### src/rtl/countdown_timer.sv
// Loadable down-counter with expiry pulse, sticky irq, and one-shot/auto-reload modes.
// Optional prescaler is built only when TIMER_PRESCALE_EN is defined.
module countdown_timer #(
  parameter int WIDTH     = 5,
  parameter int PSC_WIDTH = 4
) (
  input  logic                 clk,
  input  logic                 rst,
  input  logic                 load,
  input  logic                 enable,
  input  logic                 reload_en,
  input  logic [WIDTH-1:0]     load_val,
  input  logic                 irq_clr,
`ifdef TIMER_PRESCALE_EN
  input  logic [PSC_WIDTH-1:0] psc_div,
`endif
  output logic [WIDTH-1:0]     count_out,
  output logic                 expire,
  output logic                 irq,
  output logic                 busy,
  output logic [1:0]           state_dbg_o
);

  typedef enum logic [1:0] {
    S_IDLE    = 2'd0,
    S_RUN     = 2'd1,
    S_EXPIRED = 2'd2
  } state_t;

  if (WIDTH < 2 || PSC_WIDTH < 1) begin : g_param_check
    $error("countdown_timer: WIDTH must be >= 2 and PSC_WIDTH >= 1");
  end

  state_t           state_q, state_d;
  logic [WIDTH-1:0] count_q, count_d;
  logic [WIDTH-1:0] reload_q, reload_d;
  logic             expire_q, expire_d;
  logic             irq_q, irq_d;
  logic             tick;

`ifdef TIMER_PRESCALE_EN
  logic [PSC_WIDTH-1:0] psc_q, psc_d;

  assign tick = enable && (psc_q == psc_div);

  // Prescaler runs on every enabled cycle regardless of FSM state; load realigns it.
  always_comb begin
    psc_d = psc_q;
    if (load) begin
      psc_d = '0;
    end else if (enable) begin
      psc_d = (psc_q == psc_div) ? '0 : psc_q + 1'b1;
    end
  end

  always_ff @(posedge clk or negedge rst) begin
    if (!rst) begin
      psc_q <= '0;
    end else begin
      psc_q <= psc_d;
    end
  end
`else
  assign tick = enable;
`endif

  always_comb begin
    state_d  = state_q;
    count_d  = count_q;
    reload_d = reload_q;
    expire_d = 1'b0;
    irq_d    = irq_q && !irq_clr;
    if (load) begin
      count_d  = load_val;
      reload_d = load_val;
      state_d  = (load_val != '0) ? S_RUN : S_IDLE;
    end else begin
      case (state_q)
        S_RUN: begin
          if (tick) begin
            if (count_q > WIDTH'(1)) begin
              count_d = count_q - 1'b1;
            end else if (count_q == WIDTH'(1)) begin
              // Expiry wins over a simultaneous irq_clr.
              expire_d = 1'b1;
              irq_d    = 1'b1;
              if (reload_en) begin
                count_d = reload_q;
              end else begin
                count_d = '0;
                state_d = S_EXPIRED;
              end
            end
          end
        end
        S_IDLE, S_EXPIRED: begin
          state_d = state_q;
        end
        default: begin
          state_d = S_IDLE;
        end
      endcase
    end
  end

  always_ff @(posedge clk or negedge rst) begin
    if (!rst) begin
      state_q  <= S_IDLE;
      count_q  <= '0;
      reload_q <= '0;
      expire_q <= 1'b0;
      irq_q    <= 1'b0;
    end else begin
      state_q  <= state_d;
      count_q  <= count_d;
      reload_q <= reload_d;
      expire_q <= expire_d;
      irq_q    <= irq_d;
    end
  end

  assign count_out   = count_q;
  assign expire      = expire_q;
  assign irq         = irq_q;
  assign busy        = (state_q == S_RUN);
  assign state_dbg_o = state_q;

endmodule

### config.mk
export PLATFORM = sky130hd
export DESIGN_NAME = countdown_timer
export DESIGN_NICKNAME = d
export VERILOG_FILES = /design/src/rtl/countdown_timer.sv
export SDC_FILE = /design/constraint.sdc
export NUM_CORES = 1
export LEC_CHECK = 0
export ABC_AREA = 1
export BUFFER_PORTS_ARGS = -buffer_cell sky130_fd_sc_hd__buf_2
export CAP_MARGIN = 20
export CORE_MARGIN = 3
export CORE_UTILIZATION = 38
export DETAILED_ROUTE_END_ITERATION = 16
export HOLD_SLACK_MARGIN = 0.05
export PLACE_DENSITY = 0.61
export REMOVE_ABC_BUFFERS = 1
export SYNTH_ARGS = -nofsm -noshare
export SYNTH_HDL_FRONTEND = slang
export SYNTH_SLANG_ARGS = --single-unit
export TNS_END_PERCENT = 5
### constraint.sdc
create_clock -name clk -period 1.2 [get_ports clk]
set_input_delay 0.18 -clock clk [delete_from_list [all_inputs] [get_ports clk]]
set_output_delay 0.18 -clock clk [all_outputs]
set_load 0.05 [all_outputs]
After elaboration in Yosys (flattened, before gate mapping) --
Cells that the tools add are included.
Storage, ports and cells: flip-flop bits (word level) 14, input bits 11, output and inout bits 10
Cells by class: add/subtract/negate cells 1, $lt $le $gt $ge 1, equal/unequal tests 8, mux-type cells 23, reductions and logical operators 10
Operators with widths (number):
- $mux W5 | 6
- $mux W1 | 11
- $mux W2 | 5
- $ne A3 B3 Y1 const B | 3
- $eq A5 B1 Y1 const B | 1
- $gt A5 B1 Y1 const B | 1
- $reduce_and A5 Y1 | 1
- $reduce_bool A5 Y1 | 1
- $sub A5 B1 Y5 const B | 1
- $pmux W2 S2 | 1
- $reduce_bool A2 Y1 | 2
- $ne A3 B2 Y1 const B | 1
- $reduce_and A3 Y1 | 1
- $reduce_bool A3 Y1 | 1
- $eq A2 B1 Y1 const B | 1
- $eq A2 B2 Y1 const B | 1
- $logic_not A2 Y1 | 1
- $ne A2 B2 Y1 const B | 1
- $reduce_or A2 Y1 | 1
- $logic_and A1 B1 Y1 | 1
- $logic_not A1 Y1 | 1

Logic depth before layout (Yosys ltp) --
Gate-level depths: netlist of run 1.
depth after elaboration 7, depth in mapped cells 9, depth with buffers taken out 9

Least setup slack after synthesis of run 1 --
OpenSTA, ideal clock, no wires.
kind register -> register, from register state_q[0], in the netlist state_dbg_o[0], to register count_q[4], in the netlist count_out[4], setup time 0.126 ns, data arrival time 1.560 ns, path slack -0.486 ns, stages on the path, launching flop included 8, path buffers 0, period minus slack after synthesis 1.686 ns, cell sequence dfrtp_1 inv_2 nor2_4 inv_2 nor2_2 nand2_2 a21boi_0 a21oi_1
On the way: word-level cells in the longest chain between the ends 3
Ends and longest elaborated chain:
- start: declaration | line 34 | state_t state_q, state_d;
- start signal: assignment | line 114 | state_q <= state_d;
- $eq A2 B1 Y1
- via busy | line 20 | output logic busy,
- $reduce_bool A2 Y1 (no source line)
- $reduce_and A3 Y1 (no source line)
- end signal: assignment | line 115 | count_q <= count_d;
- end: declaration | line 35 | logic [WIDTH-1:0] count_q, count_d;
The timed path passes the listed nets, and every way through them passes these cells. A chain may end at the register's enable or synchronous reset.

Final worst setup path of run 1 --
from register count_q[0], in the netlist count_out[0], to register count_q[4], in the netlist count_out[4]
On the way: word-level cells in the longest chain between the ends 5, elaborated cells on any way between the ends 9, those cells by class add/sub (1); order compare (1); eq/ne (1); mux (4); reduce/logical (2)
Ends and longest elaborated chain:
- $sub A5 B1 Y5 / $gt A5 B1 Y1 (equally long branches) | line 82, 81
- $mux W5 | line 81 | if (count_q > WIDTH'(1)) begin
- $mux W5 | line 80 | if (tick) begin
- $mux W5 | line 78 | case (state_q)
- $mux W5 | line 73 | if (load) begin
Parallel ways exist; a longest one is shown, timed or not. The select of a mux whose other input is x is not followed.

==> flow_summary.toml, run 1 <==
[power]
swShare_pct = 42.4
powerDensity_nw_per_um2 = 1610
p_comb_share_pct = 51.4
pwr-share-seq_pct = 30.9
clockPowerShare_pct = 17.7
ir_worst_vdd_uv = 795
intPower_uw = 1130
power_uw = 1960
p_leak_uw = 0.000610
switching_power_uw = 831

[floorplanning]
io_pins = 21
die_h_um = 52.9
fp-row-count = 16
die-area_um2 = 2790
die_x_um = 52.9
start_util_pct = 41.3
core_um2 = 2020

[cells_and_area]
drive_above_1_share_pct = 45.2
nNetsFinal = 160
antennaDiodeCount = 0
fin_cells = 173
area_growth_syn_to_layout_pct = 46.2
nFillCells = 207

[synth]
ys.flop_type = "dfrtp_1"
synth.area.top_cells = "dfrtp_1, nand2_1, nand3_1, inv_1, ha_1"
ys_warn_count = 0
synth_seq_cells = 14
synth_top_area_cell = "dfrtp_1"
yosysSeqAreaShare_pct = 42.0
synth.top_cell.area_share_pct = 42.0
synth_edf_count = 0
netlist_instances = 108
ys_top_cells_by_count = "nand2_1, nand3_1, dfrtp_1"
syn-cell-area_um2 = 835
synth-async-reset-ratio_pct = 100
synth.most_common_cell = "nand2_1"
yosysUniqueCellTypes = 25
avgSynthCellArea_um2 = 7.73

[sta]
setup_viol = 8
worstMarginPinSlew_ns = 0.395
finalHoldWorstSlack_ns = 0.0812
slew_viol_final = 0
hold_viol = 0
clock.fmax_mhz = 741
slew-limit-headroom_pct = 73.4
timing.final.ws_setup_ns = -0.150
clock_skew_ns = 0.00590
rsz0062_at_grt = "true"
fin_crit_sh_pct = 112
final_period_minus_worst_setup_slack_ns = 1.35

[place]
gp_congestion = 0.798
port_buffers = 20
post-place-ws_ns = -0.146
dp_hpwl_mm = 1.61
place_inst = 167

[route]
drtIter0Drc = 22
vias = 828
drc_errors = 0
via_per_inst = 4.79
ant_nets = 0
drtPass1Iterations = 4
wire_per_inst_um = 12.4
drt_wl_total_mm = 2.14

[clock_network]
cts_tree = "done"
path_clk_slew_ns = 0.09
clk-insertion-delay-late_ns = 0.28
h-tree-depth = 1
clockRootBuffer = "clkbuf_4"
cts.sinks = 14
cts-buffers-inserted = 3
cts_buffer_depth = 2

[worst_setup_path]
start_kind = "flop"
required_ns = 1.37
cp-end-kind = "flop"
worst-setup-path-type = "reg2reg"
critical_path_arrival_ns = 1.52
critPathMaxFanout = 6

[flow_run]
cap_violations = 0

[grt]
grt_overflow_total = 0
grt_pass1_wl_mm = 3.60
grt_max_degree = 15
grt_pass1_vias = 802
grt_use_total_pct = 18.1
antenna_found_initial = 0

[run_status]
status = "finished, violations left"
violations = "negative setup slack"

[worst_hold_path]
hold_path_class = "in2reg"
## critical path, stage by stage, from the launching register on
cell     delay [ns]
dfrtp_1        0.44
ha_4           0.20
inv_2          0.04
nand4_1        0.14
nand2_2        0.18
nand2_2        0.08
nor2_2         0.11
a21oi_2        0.04
## final timing paths
check	from	to	slack, ns	depth (start not counted)
worst min-delay path	irq_clr	irq	0.08	2
max in group asynchronous	rst	count_out[2]	0.60	2
worst min register to register	reload_q[0]	reload_q[0]	0.48	2
min in group asynchronous	rst	count_out[1]	0.33	2
worst max-delay path	count_out[0]	count_out[4]	-0.15	7
worst max register to register	count_out[0]	count_out[4]	-0.15	7
## power by group through the flow
| stage | logic, uW | registers, uW | clock network [uW] |
|---|---|---|---|
| floorplan | 356 | 784 | 0 |
| global placement | 838 | 601 | 0 |
| detailed placement | 847 | 604 | 0 |
| CTS | 934 | 605 | 353 |
| global route | 1090 | 615 | 375 |
| finish | 1010 | 605 | 347 |
## per-layer routing
layer	up-vias	track usage (%)	wire length [um]
met5	-	0	0
met4	0	7.66	27
met3	4	3.38	131
met2	28	28.5	1010
met1	366	23.9	976
li1	430	-	-
## through the flow
step / utilization [%] / cell area, um2 / TNS (ns)
6_report: 60.3 / 1220 / -0.665
5_1_grt: 60.3 / 1220 / -1.35
4_1_cts: 57.6 / 1160 / -0.646
3_5_place_dp: 52.2 / 1050 / -0.759
3_3_place_gp: 52.2 / 1050 / -0.563
2_1_floorplan: - / 816 / -3.52
## state kept, by name (all words and copies together), names as in the netlist
| name | flops |
|---|---|
| count_out | 5 |
| reload_q | 5 |
| state_dbg_o | 2 |
| expire | 1 |
| irq | 1 |
## logic make-up (layout without fill, tap and decap cells)
family	after synthesis	in the layout	share of synthesized area (%)
compound gates	9	9	6.30
xor+xnor	1	1	1.05
fa+ha+maj	2	2	3.00
buf+inv	12	50	6.75
flops	14	14	42.0
simple gates	70	70	40.9
## cell usage in the layout, fill, tap and decap left out, drive strengths merged
cell	count
a21boi	1
a21oi	1
buf	35
clkbuf	4
dfrtp	14
dlygate4sd3	1
ha	2
inv	10
nand2	39
nand3	17
nand4	1
nor2	10
nor3	2
o21ai	5
o22ai	1
o41ai	1
or2	1
xnor2	1
## what timing repair did
item | in CTS | in global routing
setup endpoints to repair | 11 | 14
gates resized for setup | 20 | 15
gates cloned | 0 | 0
hold endpoints to repair | 14 | 0
buffers inserted | 0 | 1
hold buffers | 1 | 0
pin swaps | 4 | 7
## layout make-up
type,instances,area [um2],share of cell area [%]
clock buffers,4,36.3,2.97
inverters,10,37.5,3.08
multi-input cells,82,495,40.6
flip-flops and latches,14,352,28.8
well taps,27,33.8,2.77
repair buffers,36,265,21.7
Power figures use the tool's default switching activity.
==> inputs of run 2 (changes only) <==
--- a/config.mk
+++ b/config.mk
@@ -12,7 +12,7 @@
 export CORE_UTILIZATION = 38
 export DETAILED_ROUTE_END_ITERATION = 16
 export HOLD_SLACK_MARGIN = 0.05
-export PLACE_DENSITY = 0.61
+export PLACE_DENSITY = 0.74
 export REMOVE_ABC_BUFFERS = 1
 export SYNTH_ARGS = -nofsm -noshare
 export SYNTH_HDL_FRONTEND = slang
==> flow_summary.toml, run 2 (synthesis gave the netlist of run 1 again) <==
[run_status]
status = "finished, violations left"
violations = "negative setup slack"

[clock_network]
clockRootBuffer = "clkbuf_4"
cts-buffers-inserted = 3
cts_tree = "done"
cts.sinks = 14
clk-insertion-delay-late_ns = 0.27
path_clk_slew_ns = 0.08
cts_buffer_depth = 2
h-tree-depth = 1

[worst_setup_path]
worst-setup-path-type = "reg2reg"
required_ns = 1.36
r2r_cells = 7
r2r_slack_ns = -0.15
start_kind = "flop"
critical_path_arrival_ns = 1.51
r2r_end = "count_out[4]"
critPathMaxFanout = 5
r2r_start = "count_out[1]"
cp-end-kind = "flop"

[grt]
grt-busiest-layer = "met2"
antenna_found_initial = 0
grt_pass1_vias = 809
grt_overflow_total = 0
use_met1_pct = 24.0
grt_max_degree = 15
grt_pass1_wl_mm = 3.72
gr-usage-met2_pct = 30.4
grtUsageMet3_pct = 2.54
grt_use_total_pct = 18.6

[power]
powerDensity_nw_per_um2 = 1560
power_uw = 1880
p_leak_uw = 0.000601
ir_worst_vdd_uv = 820

[place]
port_buffers = 20
dpl_cell_area_um2 = 1020
dp_hpwl_mm = 1.60
gp_congestion = 0.838

[route]
drt_wl_total_mm = 2.29
drc_errors = 0
ant_nets = 0
via_per_inst = 5.10
drtPass1Iterations = 4
wire_per_inst_um = 13.4
vias = 872
drtIter0Drc = 27

[sta]
fin_crit_sh_pct = 112
slew-limit-headroom_pct = 71.2
final_period_minus_worst_setup_slack_ns = 1.35
clock.fmax_mhz = 742
tns_ns = -0.709
worstMarginPinSlew_ns = 0.427
slew_viol_final = 0
rsz0062_at_grt = "true"
clock_skew_ns = 0.00428
setup_viol = 9
hold_viol = 0
timing.final.ws_setup_ns = -0.148

[worst_hold_path]
hold-path-endpoint = "irq"
min_from = "irq_clr"
min_path_cells = 2
hold_path_class = "in2reg"

[flow_run]
cap_violations = 0

[floorplanning]
core_um2 = 2020
start_util_pct = 41.3
die_x_um = 52.9
die_h_um = 52.9
io_pins = 21
fp-row-count = 16
die-area_um2 = 2790

[cells_and_area]
layout_common_cells = "nand2_1, buf_2, nand3_1, dfrtp_1, buf_4"
stdcell_area_um2 = 1210
nNetsFinal = 159
antennaDiodeCount = 0
area_growth_syn_to_layout_pct = 44.7
nFillCells = 177
layout_commonest_cell = "nand2_1"
drive_above_1_share_pct = 45.8
==> run 2: cell types whose count changed in the layout (fill, tap and decap cells not counted), moves of 2 or more <==
cell and change:
buf_4 -4, nor2_2 +2, buf_6 +4, nor2_4 -2
==> run 2: worst max path at each step <==
stage	cells past startpoint	start	slack, ns	endpoint
6_report	7	count_out[1]	-0.15	count_out[4]
5_1_grt	8	count_out[1]	-0.23	count_out[0]
4_1_cts	7	count_out[0]	-0.13	count_out[4]
3_5_place_dp	7	count_out[0]	-0.19	count_out[4]
3_3_place_gp	7	count_out[0]	-0.14	count_out[4]
2_1_floorplan	7	state_dbg_o[0]	-0.49	count_out[4]
==> run 2: layout make-up <==
cell class	instances	area (um2)	share of cell area (%)
multi-input combinational	82	485	40.2
tap	27	33.8	2.80
inverter	10	37.5	3.11
timing repair buffer	35	275	22.8
clock buffer	3	22.5	1.87
sequential	14	353	29.2
==> run 2: report_power, final <==
part	total (uW)	internal [uW]	switching, uW	leakage (uW)
sequential	607	537	70.3	0.000171
combinational	1020	413	608	0.000416
clock	255	116	139	0.0000138
==> run 2: metal layers <==
layer / part of all wire, % / up-vias / routed length (um)
met1: 42 / 413 / 955
met4: 1.4 / 0 / 32
met2: 52 / 30 / 1190
met3: 5.2 / 2 / 119
li1: - / 427 / -
met5: 0 / - / 0
==> run 2: worst max-delay path, stage by stage, from the launching register on <==
cell     delay [ns]
dfrtp_1        0.41
buf_6          0.14
nor2_4         0.11
nand4_1        0.16
nand2_2        0.19
nand2_2        0.08
nor2_2         0.11
a21oi_2        0.04
==> run 2: repair_timing <==
item	4_1_cts	5_1_grt
resized for setup	25	14
pin swaps	5	8
hold endpoints to repair	14	0
hold buffers	1	0
setup buffers	4	0
setup endpoints to repair	12	14
==> run 2: stage by stage <==
stage,setup WS (ns),instances,utilization [%],hold WS (ns)
2_1_floorplan,-0.486,106,-,-0.116
3_3_place_gp,-0.144,163,50.7,0.0948
3_5_place_dp,-0.195,163,50.7,0.0958
4_1_cts,-0.131,171,57.1,0.0822
5_1_grt,-0.233,171,59.7,0.0834
6_report,-0.148,171,59.7,0.0919
